--- src/rtl/multi_timer.sv ---
// Multi-channel programmable timer.
// Each channel owns a limit, an extra step and a one-shot/periodic mode, and
// runs an IDLE/RUN/PAUSE/EXPIRED control machine. A shared count strobe
// advances every running channel; expiries raise a one-cycle tick per channel.
// Configuration writes to a running (or non-existent) channel are rejected
// with a one-cycle cfg_err pulse.
module multi_timer #(
    parameter int WIDTH    = 32,
    parameter int CHANNELS = 4,
    parameter int INCR_W   = 8,
    localparam int CH_W    = (CHANNELS > 1) ? $clog2(CHANNELS) : 1
) (
    input  logic                         clk_i,
    input  logic                         rst_ni,
    input  logic                         en_i,
    input  logic                         cfg_we_i,
    input  logic [CH_W-1:0]              cfg_ch_i,
    input  logic [WIDTH-1:0]             cfg_max_i,
    input  logic [INCR_W-1:0]            cfg_incr_i,
    input  logic                         cfg_mode_i,
    input  logic [CHANNELS-1:0]          start_i,
    input  logic [CHANNELS-1:0]          stop_i,
    input  logic [CHANNELS-1:0]          clr_i,
    output logic [CHANNELS-1:0]          busy_o,
    output logic [CHANNELS-1:0]          done_o,
    output logic [CHANNELS-1:0]          tick_o,
    output logic [CHANNELS*WIDTH-1:0]    cnt_o,
    output logic                         cfg_err_o
);

    typedef enum logic [1:0] {
        ST_IDLE    = 2'd0,
        ST_RUN     = 2'd1,
        ST_PAUSE   = 2'd2,
        ST_EXPIRED = 2'd3
    } state_e;

    state_e              state_q [CHANNELS];
    state_e              state_d [CHANNELS];
    logic [WIDTH-1:0]    ctr_q   [CHANNELS];
    logic [WIDTH-1:0]    ctr_d   [CHANNELS];
    logic [WIDTH-1:0]    max_q   [CHANNELS];
    logic [WIDTH-1:0]    max_d   [CHANNELS];
    logic [INCR_W-1:0]   incr_q  [CHANNELS];
    logic [INCR_W-1:0]   incr_d  [CHANNELS];
    logic [CHANNELS-1:0] mode_q;
    logic [CHANNELS-1:0] mode_d;
    logic [CHANNELS-1:0] tick_q;
    logic [CHANNELS-1:0] tick_d;
    logic                cfg_err_q;
    logic                cfg_err_d;

    // Post-configuration view of each channel: control pulses act on this.
    state_e              cst_s   [CHANNELS];
    logic [WIDTH-1:0]    cctr_s  [CHANNELS];
    logic [WIDTH:0]      sum_s   [CHANNELS];
    logic [CHANNELS-1:0] cfg_hit_s;
    logic [CHANNELS-1:0] cfg_load_s;
    logic                cfg_in_range_s;

    // One step advance, one bit wider than the counter so it never wraps.
    function automatic logic [WIDTH:0] step_sum(input logic [WIDTH-1:0] ctr,
                                                 input logic [INCR_W-1:0] incr);
        step_sum = {1'b0, ctr} + {{(WIDTH + 1 - INCR_W){1'b0}}, incr}
                 + {{WIDTH{1'b0}}, 1'b1};
    endfunction

    // Decode which channel a configuration write targets, and whether it exists.
    always_comb begin
        cfg_in_range_s = (32'(cfg_ch_i) < 32'(CHANNELS));
        for (int i = 0; i < CHANNELS; i++) begin
            cfg_hit_s[i]  = cfg_we_i && cfg_in_range_s && (cfg_ch_i == CH_W'(i));
            cfg_load_s[i] = cfg_hit_s[i] && (state_q[i] != ST_RUN);
        end
    end

    // Per-channel next state: config first, then clr > stop > start, then counting.
    always_comb begin
        cfg_err_d = cfg_we_i && !cfg_in_range_s;
        for (int i = 0; i < CHANNELS; i++) begin
            cfg_err_d  = cfg_err_d | (cfg_hit_s[i] & (state_q[i] == ST_RUN));
            max_d[i]   = cfg_load_s[i] ? cfg_max_i  : max_q[i];
            incr_d[i]  = cfg_load_s[i] ? cfg_incr_i : incr_q[i];
            mode_d[i]  = cfg_load_s[i] ? cfg_mode_i : mode_q[i];
            cst_s[i]   = cfg_load_s[i] ? ST_IDLE : state_q[i];
            cctr_s[i]  = cfg_load_s[i] ? {WIDTH{1'b0}} : ctr_q[i];
            sum_s[i]   = step_sum(ctr_q[i], incr_q[i]);
            state_d[i] = cst_s[i];
            ctr_d[i]   = cctr_s[i];
            tick_d[i]  = 1'b0;
            case (cst_s[i])
                ST_IDLE: begin
                    if (start_i[i] && !clr_i[i] && !stop_i[i]) begin
                        state_d[i] = ST_RUN;
                        ctr_d[i]   = {WIDTH{1'b0}};
                    end else begin
                        state_d[i] = cst_s[i];
                    end
                end
                ST_PAUSE: begin
                    if (clr_i[i]) begin
                        state_d[i] = ST_IDLE;
                        ctr_d[i]   = {WIDTH{1'b0}};
                    end else if (start_i[i] && !stop_i[i]) begin
                        state_d[i] = ST_RUN;
                    end else begin
                        state_d[i] = cst_s[i];
                    end
                end
                ST_EXPIRED: begin
                    if (clr_i[i]) begin
                        state_d[i] = ST_IDLE;
                        ctr_d[i]   = {WIDTH{1'b0}};
                    end else if (start_i[i] && !stop_i[i]) begin
                        state_d[i] = ST_RUN;
                        ctr_d[i]   = {WIDTH{1'b0}};
                    end else begin
                        state_d[i] = cst_s[i];
                    end
                end
                ST_RUN: begin
                    // clr has no effect in RUN but still suppresses the step.
                    if (clr_i[i]) begin
                        state_d[i] = cst_s[i];
                    end else if (stop_i[i]) begin
                        state_d[i] = ST_PAUSE;
                    end else if (en_i) begin
                        if (sum_s[i] < {1'b0, max_q[i]}) begin
                            ctr_d[i] = sum_s[i][WIDTH-1:0];
                        end else begin
                            tick_d[i] = 1'b1;
                            if (mode_q[i]) begin
                                ctr_d[i] = {WIDTH{1'b0}};
                            end else begin
                                ctr_d[i]   = max_q[i];
                                state_d[i] = ST_EXPIRED;
                            end
                        end
                    end else begin
                        ctr_d[i] = cctr_s[i];
                    end
                end
                default: begin
                    state_d[i] = ST_IDLE;
                    ctr_d[i]   = {WIDTH{1'b0}};
                end
            endcase
        end
    end

    // State, counter, configuration and pulse registers.
    always_ff @(posedge clk_i or negedge rst_ni) begin
        if (!rst_ni) begin
            for (int i = 0; i < CHANNELS; i++) begin
                state_q[i] <= ST_IDLE;
                ctr_q[i]   <= {WIDTH{1'b0}};
                max_q[i]   <= {WIDTH{1'b0}};
                incr_q[i]  <= {INCR_W{1'b0}};
            end
            mode_q    <= {CHANNELS{1'b0}};
            tick_q    <= {CHANNELS{1'b0}};
            cfg_err_q <= 1'b0;
        end else begin
            for (int i = 0; i < CHANNELS; i++) begin
                state_q[i] <= state_d[i];
                ctr_q[i]   <= ctr_d[i];
                max_q[i]   <= max_d[i];
                incr_q[i]  <= incr_d[i];
            end
            mode_q    <= mode_d;
            tick_q    <= tick_d;
            cfg_err_q <= cfg_err_d;
        end
    end

    // Outputs are direct decodes of registers only.
    always_comb begin
        for (int i = 0; i < CHANNELS; i++) begin
            busy_o[i]                  = (state_q[i] == ST_RUN);
            done_o[i]                  = (state_q[i] == ST_EXPIRED);
            cnt_o[i*WIDTH +: WIDTH]    = ctr_q[i];
        end
        tick_o    = tick_q;
        cfg_err_o = cfg_err_q;
    end

endmodule

--- config.mk ---
export PLATFORM = sky130hd
export DESIGN_NAME = multi_timer
export DESIGN_NICKNAME = d
export VERILOG_FILES = /design/src/rtl/multi_timer.sv
export SDC_FILE = /design/constraint.sdc
export NUM_CORES = 1
export LEC_CHECK = 0
export ABC_AREA = 1
export BUFFER_PORTS_ARGS = -buffer_cell sky130_fd_sc_hd__buf_4
export CORE_AREA = 4 4 249 251
export DETAILED_ROUTE_END_ITERATION = 8
export DIE_AREA = 0 0 253 255
export PLACE_DENSITY = 0.68
export SLEW_MARGIN = 25
export SYNTH_ARGS = -nofsm -noshare
export SYNTH_HDL_FRONTEND = slang
export SYNTH_SLANG_ARGS = --single-unit
--- constraint.sdc ---
create_clock -name clk_i -period 4.9 [get_ports clk_i]
set_clock_uncertainty 0.05 [all_clocks]
set_input_delay 0.735 -clock clk_i [delete_from_list [all_inputs] [get_ports clk_i]]
set_output_delay 0.735 -clock clk_i [all_outputs]
set_load 0.03 [all_outputs]
# [Yosys cells after proc, flatten, opt, wreduce, memory -nomap -nowiden]
# Index checks and enable logic that the tools add are counted.
[totals] regBits=305 output_inout_bits=141
[op_classes] addsub=8 n_lt_le_gt_ge=4 n_reduce_logical=37 n_bitwise=7 eq_ne=27 mux=104
[ops] op="2-to-1 mux 32 bit" count=40
[ops] op="case mux 32 bit (4 select lines)" count=4
[ops] op="adder 32 x 8 -> 33 bit" count=4
[ops] op="adder 33 x 1 -> 33 bit, second input constant" count=4
[ops] op="less-than comparator 33 x 32 -> 1 bit" count=4
[ops] op="2-to-1 mux 2 bit" count=36
[ops] op="== test 2 bit, second input constant" count=14
[ops] op="case mux 2 bit (3 select lines)" count=4
[ops] op="logical AND 1 bit" count=20
[ops] op="2-to-1 mux 1 bit" count=20
[ops] op="== test 2 x 1 -> 1 bit, second input constant" count=9
[ops] op="zero test 2 bit" count=5
[ops] op="zero test 1 bit" count=8
[ops] op="!= test 2 x 1 -> 1 bit, second input constant" count=4
[ops] op="OR reduction 2 bit" count=4
[ops] op="bitwise AND 1 bit" count=4
[ops] op="OR 1 bit" count=3

# [Logic depth before layout (Yosys ltp)]
[depth] word_depth=10 ltp_mapped=30 depth_no_buf=29

# [Worst setup path before layout]
# Ideal clock, no wire load.
[synth_timing] path_kind="reg-to-reg" from="register ctr_q (netlist bit cnt_o[32])" to="register ctr_q (netlist bit cnt_o[35])" slack_ns=1.307 setup_ns=0.124 period_less_slack_ns=3.593 arrival_time_ns=3.419 n_path_buf=2 stages_incl_launch_ff=30 path_cell_list="dfrtp_1 inv_1 ha_1 inv_1 fa_1 nand2_1 clkinv_1 nand2_1 nand2_2 nand2_1 nand2_1 buf_2 nand2_1 xor2_1 inv_1 ha_1 nand2_1 inv_1 nand3_1 nor3_1 nand3_1 nand3_1 nand2_2 nand2_4 buf_4 nand2_1 nand3_1 nand2_1 nand2_1 nand3_1"
[synth_lines] element="from (decl)" line="40" rtl="logic [WIDTH-1:0] ctr_q [CHANNELS];"
[synth_lines] element="from (signal, indexed assignment)" line="156" rtl="ctr_q[i] <= {WIDTH{1'b0}};"
[synth_lines] element="from (signal, indexed assignment)" line="166" rtl="ctr_q[i] <= ctr_d[i];"

==> metrics.cfg <==
[status]
run_status=complete, no violations

[worst_setup_path]
crit-reg2reg-capture=cnt_o[38]
timing.critical_path.buf_inv=6
timing.rr.start=cnt_o[32]
reg2reg_depth=27
crit_path_max_fanout=30
cell_type_with_the_highest_occurrence_count_on_the_critical_path=sky130_fd_sc_hd__nand2_1
critical_path_arrival_ns=4.69
cp.required_ns=5.30
setup.reg_to_reg.worst_slack_ns=0.60
setup.worst_path.class=flip-flop to flip-flop
worst_setup_path_start_kind=flip-flop
cpLargestDelayFamily=simple AND/OR/NAND/NOR gates
critical_path.startpoint=cnt_o[32]
critPathMaxStageDelay_ns=0.40
timing.critical_path.slowest_stage_cell=sky130_fd_sc_hd__dfrtp_1
crit_path_end_kind=flip-flop

[drt]
dr.first_iter.drc_count=2703
wl_mm=97.0
avgViaCountPerCell=5.37
wire_per_inst_um=18.3
vias=28500
postRouteAntennaNets=0
drt_first_pass_iters=6
post-route-drc-count=0

[global_route]
overall_global_routing_usage_pct=29.3
first_pass_grt_wire_length_mm=149
number_of_antenna_violations_at_the_first_check_in_global_routing=1
grt_start_max_net_pins=110
first_global_vias=26200
total_congestion_overflow_after_global_routing=0

[floorplanning]
floorplan.io_pins=200
floorplan.rows=90
floorplan.initialDensity_pct=44.5
fp.dieW_um=253
floorplan.core_area_sq_um=59900
dieArea_sq_um=64500
fp.dieH_um=255

[timing]
layout_worst_path_cycle_share_pct=87.7
report.final.hold_viol_count=0
finalSetupViolations=0
timing.slew.headroom_pct=35.6
worst-slew-pin-transition_ns=0.956
rsz0062_at_grt=no
finalMaxSlewViolations=0
period_minus_ws_final_ns=4.30
clock.fmax_mhz=233
tns_ns=0

[cts]
cts-hold-fix-buffers=0
clockRootBuffer=sky130_fd_sc_hd__clkbuf_16
clock_sink_count=305
clk_pin_slew_ns=0.06
clockBufferDepth=3
postCtsSetupBuffers=0
tritoncts.num_buffers=38
cts.htree.levels=2
worst_skew_pair.late_latency_ns=0.58
cts_resized=0
tritoncts=yes

[pwr]
clock_power_share_pct=15.7
cellLeakagePower_nw=16.9
power.share.combinational_pct=60.4
peakVddDrop_v=0.000362
internal-power_mw=9.45
power_per_cell_area_nw_per_um2=667
power_switching_share_pct=52.8
power.total_mw=20.0
net-switching-power_mw=10.6
share_seq_of_total_power_pct=23.9

[synth]
synthDominantAreaCellType=sky130_fd_sc_hd__dfrtp_1
synth_enable_flop_cells=0
postSynth.topFlopCell=sky130_fd_sc_hd__dfrtp_1
yosysSeqAreaShare_pct=28.7
synth_nets=4615
share_of_flip_flops_with_an_asynchronous_set_or_reset_pct=100
synth_area_per_cell_sq_um=6.06
post-synth-top-count-cell=sky130_fd_sc_hd__nand2_1
post_synth_most_frequent_cells=1584 x sky130_fd_sc_hd__nand2_1, 686 x sky130_fd_sc_hd__inv_1, 490 x sky130_fd_sc_hd__nand3_1
netlist_instances=4396
distinct_cell_type_count_after_synthesis=50
yosysWarnings=0
synth-seq-cells=305
synthesis.area_sq_um=26600
netlist_top_cells_area=sky130_fd_sc_hd__dfrtp_1 29%, sky130_fd_sc_hd__nand2_1 22%, sky130_fd_sc_hd__inv_1 9.7%
synth_top_area_share_pct=28.7

[cells_and_area]
final_layout_size_suffix_gt1_share_pct=8.36
syn_to_final_growth_pct=12.6
diodes=0
final_nets=4714

[placed_design]
dp.final_hpwl_mm=71.2
port_buffers=199
gp_congestion=1.01

[min_path]
hp-class=input port to async pin

[run]
drv.max_cap_violation_count=0

worst max path at each step:
stage | end | cells after the start
2_1_floorplan | cnt_o[35] | 29
3_3_place_gp | cnt_o[42] | 27
3_5_place_dp | cnt_o[1] | 22
4_1_cts | cnt_o[1] | 22
5_1_grt | cnt_o[29] | 22
6_report | cnt_o[38] | 27
sequential cells by signal, indices dropped and copies added, names as in the netlist:
register / flops
cfg_err_o: 1
cnt_o: 128
incr_q: 32
max_q: 128
mode_q: 4
state_q: 8
tick_o: 4
routing by layer:
layer  vias up  global-route usage [%]  wire (um)  share of wire, %
met5         -                       0         15             0.015
met4         2                    14.8       5690               5.9
met3       266                    4.26       7690               7.9
met2      1238                    47.9      44300                46
met1     13100                    38.1      39300                41
li1      13900                       -          -                 -
cell type report:
| class | instances | area [sq um] |
|---|---|---|
| repair buffers | 235 | 1800 |
| inverters | 726 | 2730 |
| flip-flops and latches | 305 | 7630 |
| clock buffers | 54 | 1140 |
| multi-input cells | 3189 | 15500 |
| fillers | 6355 | 29900 |
| clock inverters | 15 | 215 |
| well taps | 782 | 978 |
per-stage QoR:
| step | worst slack [ns] | cells | util [%] | cell area, sq um | hold slack [ns] |
|---|---|---|---|---|---|
| 6_report | 0.604 | 5306 | 50.1 | 30000 | 0.106 |
| 3_5_place_dp | 0.666 | 5237 | 47.8 | 28600 | 0.425 |
| 2_1_floorplan | 1.31 | 4396 | - | 26600 | 0.389 |
| 4_1_cts | 0.632 | 5306 | 50.1 | 30000 | 0.125 |
| 5_1_grt | 0.287 | 5306 | 50.1 | 30000 | 0.150 |
| 3_3_place_gp | 0.691 | 5237 | 47.8 | 28600 | 0.418 |
power by group through the flow:
stage | Combinational, mW | Sequential (mW) | Clock, mW
5_1_grt | 13.6 | 4.89 | 3.27
2_1_floorplan | 8.09 | 5.08 | 0
3_5_place_dp | 11.9 | 4.78 | 0
3_3_place_gp | 11.8 | 4.78 | 0
4_1_cts | 12.0 | 4.75 | 3.18
6_report | 12.1 | 4.78 | 3.13
cells in the final DEF (no fill, tap or decap), types with 4 or more instances in the layout:
master,count
sky130_fd_sc_hd__a21oi_1,189
sky130_fd_sc_hd__and3_1,6
sky130_fd_sc_hd__buf_4,232
sky130_fd_sc_hd__bufinv_16,5
sky130_fd_sc_hd__clkbuf_1,6
sky130_fd_sc_hd__clkbuf_16,41
sky130_fd_sc_hd__clkbuf_8,7
sky130_fd_sc_hd__clkinv_1,19
sky130_fd_sc_hd__clkinv_2,5
sky130_fd_sc_hd__dfrtp_1,305
sky130_fd_sc_hd__fa_1,4
sky130_fd_sc_hd__ha_1,156
sky130_fd_sc_hd__inv_1,679
sky130_fd_sc_hd__inv_2,28
sky130_fd_sc_hd__nand2_1,1582
sky130_fd_sc_hd__nand2_2,11
sky130_fd_sc_hd__nand2_4,5
sky130_fd_sc_hd__nand3_1,490
sky130_fd_sc_hd__nand3_2,4
sky130_fd_sc_hd__nand3b_1,10
sky130_fd_sc_hd__nand4_1,41
sky130_fd_sc_hd__nor2_1,257
sky130_fd_sc_hd__nor2_2,9
sky130_fd_sc_hd__nor2_4,7
sky130_fd_sc_hd__nor3_1,40
sky130_fd_sc_hd__nor3_2,4
sky130_fd_sc_hd__nor3b_1,4
sky130_fd_sc_hd__nor4_1,9
sky130_fd_sc_hd__o211ai_1,4
sky130_fd_sc_hd__o21a_1,6
sky130_fd_sc_hd__o21ai_0,258
sky130_fd_sc_hd__o21ai_1,4
sky130_fd_sc_hd__o21bai_1,5
sky130_fd_sc_hd__xor2_1,60
logic make-up after synthesis:
logic type | synth area share (%)
AOI/OAI and AO/OA | 9.28
xor gates and xnor gates | 2.01
adders and majority gates | 7.63
buffers and inverters | 13.3
DFF | 28.7
and+or+nand+nor | 39.2
(Power assumes the default switching activity.)
